File: config.mk
export PLATFORM = sky130hd
export DESIGN_NAME = sd_err_int_status
export DESIGN_NICKNAME = d
export VERILOG_FILES = /design/src/rtl/sd_err_int_status_pkg.sv /design/src/rtl/sd_err_recovery_fsm.sv /design/src/rtl/sd_err_int_status.sv
export SDC_FILE = /design/constraint.sdc
export NUM_CORES = 1
export LEC_CHECK = 0
export CORE_MARGIN = 5
export CORE_UTILIZATION = 30
export DETAILED_ROUTE_END_ITERATION = 8
export PLACE_DENSITY_LB_ADDON = 0.05
export SLEW_MARGIN = 10
export SYNTH_ARGS = -nofsm -noshare
export SYNTH_HDL_FRONTEND = slang
export SYNTH_SLANG_ARGS = --single-unit
File: constraint.sdc
create_clock -name clk -period 2.4 [get_ports clk]
set_clock_uncertainty 0.05 [all_clocks]
set_input_delay 0.24 -clock clk [delete_from_list [all_inputs] [get_ports clk]]
set_output_delay 0.24 -clock clk [all_outputs]
set_load 0.02 [all_outputs]
File: src/rtl/sd_err_int_status_pkg.sv
// Shared definitions for the SD host Error Interrupt Status register (032h):
// bit positions, error category masks and the line-reset recovery states.
package sd_err_int_status_pkg;

   localparam int ERR_CMD_TIMEOUT   = 0;
   localparam int ERR_CMD_CRC       = 1;
   localparam int ERR_CMD_END_BIT   = 2;
   localparam int ERR_CMD_INDEX     = 3;
   localparam int ERR_DAT_TIMEOUT   = 4;
   localparam int ERR_DAT_CRC       = 5;
   localparam int ERR_DAT_END_BIT   = 6;
   localparam int ERR_CURRENT_LIMIT = 7;
   localparam int ERR_AUTO_CMD12    = 8;
   localparam int ERR_ADMA          = 9;
   localparam int ERR_VENDOR_LSB    = 12;

   // Vendor bit 12 doubles as the line-reset acknowledge timeout flag.
   localparam int ERR_RECOVERY_TIMEOUT = ERR_VENDOR_LSB;

   localparam logic [15:0] CMD_ERR_MASK = 16'h010F;
   localparam logic [15:0] DAT_ERR_MASK = 16'h0270;
   localparam logic [15:0] RSV_ERR_MASK = 16'h0C00;
   localparam logic [15:0] HW_ONLY_MASK = 16'h1000;

   typedef enum logic [1:0] {
      IDLE,
      REQ,
      WAIT_CLR
   } recState_t;

endpackage

File: src/rtl/sd_err_recovery_fsm.sv
// CMD/DAT line-reset request sequencer: raises requests on new category errors,
// drops them on acknowledge or timeout, then waits for software to clear status.
module sd_err_recovery_fsm
   import sd_err_int_status_pkg::*;
#(
   parameter int ACK_TIMEOUT = 255
) (
   input  logic clk,
   input  logic rst,
   input  logic cmdHit,
   input  logic datHit,
   input  logic cmdPend,
   input  logic datPend,
   input  logic rstAck,
   output logic cmdReq,
   output logic datReq,
   output logic timeoutSet
);

   localparam int CNT_W = $clog2(ACK_TIMEOUT + 1);
   localparam logic [CNT_W-1:0] CNT_LAST = CNT_W'(ACK_TIMEOUT - 1);
   localparam logic [CNT_W-1:0] CNT_MAX  = CNT_W'(ACK_TIMEOUT);

   recState_t        state, stateNext;
   logic [CNT_W-1:0] cnt, cntNext;
   logic             cmdReqQ, cmdReqNext;
   logic             datReqQ, datReqNext;
   logic             cmdCap, cmdCapNext;
   logic             datCap, datCapNext;

   always_ff @(posedge clk) begin
      if (rst) begin
         state   <= IDLE;
         cnt     <= '0;
         cmdReqQ <= 1'b0;
         datReqQ <= 1'b0;
         cmdCap  <= 1'b0;
         datCap  <= 1'b0;
      end else begin
         state   <= stateNext;
         cnt     <= cntNext;
         cmdReqQ <= cmdReqNext;
         datReqQ <= datReqNext;
         cmdCap  <= cmdCapNext;
         datCap  <= datCapNext;
      end
   end

   always_comb begin
      stateNext  = state;
      cntNext    = cnt;
      cmdReqNext = cmdReqQ;
      datReqNext = datReqQ;
      cmdCapNext = cmdCap;
      datCapNext = datCap;
      timeoutSet = 1'b0;
      case (state)
         IDLE: begin
            if (cmdHit || datHit) begin
               stateNext  = REQ;
               cntNext    = '0;
               cmdReqNext = cmdHit;
               datReqNext = datHit;
               cmdCapNext = cmdHit;
               datCapNext = datHit;
            end
         end
         REQ: begin
            cntNext    = (cnt == CNT_MAX) ? cnt : cnt + CNT_W'(1);
            cmdCapNext = cmdCap | cmdHit;
            datCapNext = datCap | datHit;
            if (rstAck) begin
               stateNext  = WAIT_CLR;
               cmdReqNext = 1'b0;
               datReqNext = 1'b0;
            end else if (cnt == CNT_LAST) begin
               stateNext  = WAIT_CLR;
               cmdReqNext = 1'b0;
               datReqNext = 1'b0;
               timeoutSet = 1'b1;
            end else begin
               cmdReqNext = cmdReqQ | cmdHit;
               datReqNext = datReqQ | datHit;
            end
         end
         WAIT_CLR: begin
            // Only the categories that triggered this recovery must be cleared.
            if (!(cmdCap && cmdPend) && !(datCap && datPend))
               stateNext = IDLE;
         end
         default: stateNext = IDLE;
      endcase
   end

   assign cmdReq = cmdReqQ;
   assign datReq = datReqQ;

endmodule

File: src/rtl/sd_err_int_status.sv
// Error Interrupt Status register (032h): edge-detected sticky error bits with
// write-1-to-clear, interrupt generation and line-reset recovery sequencing.
module sd_err_int_status
   import sd_err_int_status_pkg::*;
#(
   parameter int WIDTH       = 16,
   parameter int ACK_TIMEOUT = 255
) (
   input  logic             clk,
   input  logic             rst,
   input  logic [WIDTH-1:0] err_evt,
   input  logic [WIDTH-1:0] stat_en,
   input  logic [WIDTH-1:0] sig_en,
   input  logic             wr_en,
   input  logic [WIDTH-1:0] wr_data,
   input  logic             rst_ack,
   output logic [WIDTH-1:0] err_status,
   output logic             err_int,
   output logic             irq,
   output logic             cmd_rst_req,
   output logic             dat_rst_req
);

   localparam logic [WIDTH-1:0] RSV_MASK = WIDTH'(RSV_ERR_MASK);
   localparam logic [WIDTH-1:0] EVT_MASK = ~WIDTH'(RSV_ERR_MASK | HW_ONLY_MASK);
   localparam logic [WIDTH-1:0] CMD_MASK = WIDTH'(CMD_ERR_MASK);
   localparam logic [WIDTH-1:0] DAT_MASK = WIDTH'(DAT_ERR_MASK);
   localparam logic [WIDTH-1:0] TMO_BIT  = WIDTH'(1) << ERR_RECOVERY_TIMEOUT;

   logic [WIDTH-1:0] evtPrev;
   logic [WIDTH-1:0] status;
   logic [WIDTH-1:0] setVec;
   logic [WIDTH-1:0] clrVec;
   logic [WIDTH-1:0] statusNext;
   logic             irqQ;
   logic             timeoutSet;

   // Sets are applied after the clear so a same-cycle rise wins over W1C.
   always_comb begin
      setVec     = err_evt & ~evtPrev & stat_en & EVT_MASK;
      clrVec     = wr_en ? wr_data : '0;
      statusNext = ((status & ~clrVec) | setVec | (timeoutSet ? TMO_BIT : '0)) & ~RSV_MASK;
   end

   always_ff @(posedge clk) begin
      if (rst) begin
         evtPrev <= '0;
         status  <= '0;
         irqQ    <= 1'b0;
      end else begin
         evtPrev <= err_evt;
         status  <= statusNext;
         irqQ    <= |(statusNext & sig_en);
      end
   end

   sd_err_recovery_fsm #(
      .ACK_TIMEOUT(ACK_TIMEOUT)
   ) uRecovery (
      .clk       (clk),
      .rst       (rst),
      .cmdHit    (|(setVec & CMD_MASK)),
      .datHit    (|(setVec & DAT_MASK)),
      .cmdPend   (|(status & CMD_MASK)),
      .datPend   (|(status & DAT_MASK)),
      .rstAck    (rst_ack),
      .cmdReq    (cmd_rst_req),
      .datReq    (dat_rst_req),
      .timeoutSet(timeoutSet)
   );

   assign err_status = status;
   assign err_int    = |status;
   assign irq        = irqQ;

endmodule

==> metrics.txt <==
area leader, netlist=dfxtp_1; most common cell type on the critical path=or4_1; synth unique cells=48; YS warnings=0; Final WS setup=0.08589 ns; layout cell share with drive strength beyond 1=6.969%; CTS sink count=42; GR Overflow Total=0; fmax=0.4321 GHz; CTS max path bufs=2; port bufs=75; Final Hold Viols=0; CP Cell Sequence=or4_1 > or4_1 > dlygate4sd2_1; maximum VDD drop=233.2 uV; max cap viols=0; Post-synth ARST share=0%; Worst-Skew Late Latency=0.30 ns; Tcrit/Tclk final=96.42%; sequential-to-total area share from yosys stat=46.09%; post-route minimum period=2.314 ns; Synth top area share=46.09%; total power draw=1.672 mW; max-slew violations=0; most common cell after layout, fill and taps aside=clkdlybuf4s50_1; Routability Congestion=0.7617; Yosys reg bits=42; # rows=28; Finish-stage setup viols=0; CP max FO=3; number of routed nets with antenna violations=0; RSZ-0062 raised after global routing=false; height of the chip=87.98 um; DP Worst Slack=0.06394 ns; CP max-delay cell=or4_1; Overall Global Routing Usage=13.53%; CORE AREA=5921 um2; CTS Buf Count=5; CP required=2.11 ns; Mapped Area=1824 um2; total routed wirelength=5116 um; Nets=356; first-pass GRT wire length=8004 um; Worst Path Buf+Inv=1; largest net degree at the start of global routing=35; antenna fix cells=0; HP Class=register to register; # IOs=88; CP endpoint kind=output pin; Max stage delay on crit path=0.58 ns; Leakage=1.121 nW; top post-synthesis cells by area=dfxtp_1 (46%), nor2b_1 (6.2%), nor2_1 (4.7%); Synth Area per Inst=8.942 um2; hold_buf cts=0; drt pass-1 iters=4; vias per cell=4.597; TNS Setup=0 ns; Horiz. Die Dim=87.98 um; startpoint class of the critical path=register; Synth Flop Type=dfxtp_1; fin cells=362; critical path class=register to output pin; vias in the first global route=1651; post-DP HPWL=4035 um; Vias=1664; antenna violations before repair=0; total die area=7740 um2; P per Cell Area=600.4 nW/um2; H-tree depth=2; Root Driver=clkbuf_8; arrival time at the worst endpoint=2.02 ns; WL/cell=14.13 um; most frequent cells in the layout=clkdlybuf4s50_1 (74), dfxtp_1 (42), nor2_1 (23), nand2_1 (19), nor2b_1 (18); EDFF count, synth=0; Residual DRC=0; CTS tree=yes; status=finished, final reports clean; Mapped Cells=204; Initial Utilization=30.81%; area growth from synthesis to layout=52.67%; critical path's top delay family=simple AND/OR/NAND/NOR gates; DRT iter0 DRCs=50; clock slew at reported path FFs=0.08 ns; dpl cells=354
worst min-delay path, cell delays in order, from the launching register on:
cell and delay (ns):
dfxtp_1 0.31, inv_1 0.05, o32ai_1 0.07
synthesized netlist by cell type, drive strengths merged, types with 2 or more instances:
library cell and instances:
dfxtp 42, nor2 23, nand2 19, nor2b 18, inv 11, and3b 9, a21oi 7, o21ai 6
a21o 5, xor2 5, a21boi 4, clkbuf 4, or4 4, a211oi 3, buf 3, nand2b 3
nand4 3, nor4 3, and2 2, and3 2, ha 2, o2bb2ai 2, o31ai 2, o32ai 2
xnor2 2
report_power, final:
part	internal [mW]	switching (mW)	leakage [nW]	total [mW]
Sequential	0.742	0.0332	0.346	0.775
Clock	0.291	0.245	0.0575	0.536
Combinational	0.203	0.158	0.717	0.361
stage by stage:
step | hold slack [ns] | utilization (%) | instance area (um2)
6_report | 0.4277 | 47.04 | 2785
5_1_grt | 0.4447 | 47.04 | 2785
4_1_cts | 0.4345 | 47.04 | 2785
3_5_place_dp | 0.4193 | 45.20 | 2676
3_3_place_gp | 0.4139 | 45.20 | 2676
2_1_floorplan | 0.3182 | - | 1828
state kept, by name (all words and copies together), names as in the netlist:
signal and flops:
uRecovery.state 2, evtPrev 13, err_status 14, uRecovery.cmdReq 1, uRecovery.cnt 8, irq 1, uRecovery.datReq 1, uRecovery.datCap 1
uRecovery.cmdCap 1
kinds of logic (layout without fill, tap and decap cells):
logic type / count (synthesis) / after routing / share of synthesized area, %
AOI/OAI and AO/OA: 43 / 43 / 16.87
xor gates and xnor gates: 7 / 7 / 3.361
adders and majority gates: 2 / 2 / 1.372
buffers and inverters: 18 / 100 / 4.526
DFF: 42 / 42 / 46.09
other: 1 / 2 / 0.2056
and+or+nand+nor: 91 / 91 / 27.57
path summary, 6_finish.rpt:
| path | from | to | slack [ns] | cells after the start |
|---|---|---|---|---|
| min reg2reg | uRecovery.cmdReq$_SDFFE_PP0P_ | uRecovery.cmdReq$_SDFFE_PP0P_ | 0.43 | 2 |
| max reg2reg | evtPrev[0]$_SDFF_PP0_ | uRecovery.cnt[1]$_SDFFE_PP0P_ | 0.45 | 5 |
| min | uRecovery.cmdReq$_SDFFE_PP0P_ | uRecovery.cmdReq$_SDFFE_PP0P_ | 0.43 | 2 |
| max | err_status[3]$_SDFF_PP0_ | err_int | 0.09 | 3 |
area by class of cell:
class,instances,area [um2]
inverter,11,41.29
clock buffer,8,110.1
fill,589,3136
tap,75,93.84
sequential,42,840.8
multi-input combinational,145,904.6
timing repair buffer,81,794.5
routing by layer:
metal / vias to the layer above / global-route usage, % / routed length [um]
met1: 738 / 18.44 / 2454
met2: 52 / 20.55 / 2239
met4: 0 / 5.439 / 82
met3: 8 / 3.198 / 339
li1: 866 / - / -
met5: - / 0 / 0
repair_timing:
item / 4_1_cts / 5_1_grt
setup endpoints to repair: 1 / 0
buffers inserted: 0 / 0
resized for setup: 1 / 0
endpoints found under the hold margin: 0 / 0
No activity file was read; power rests on OpenSTA's default activity.
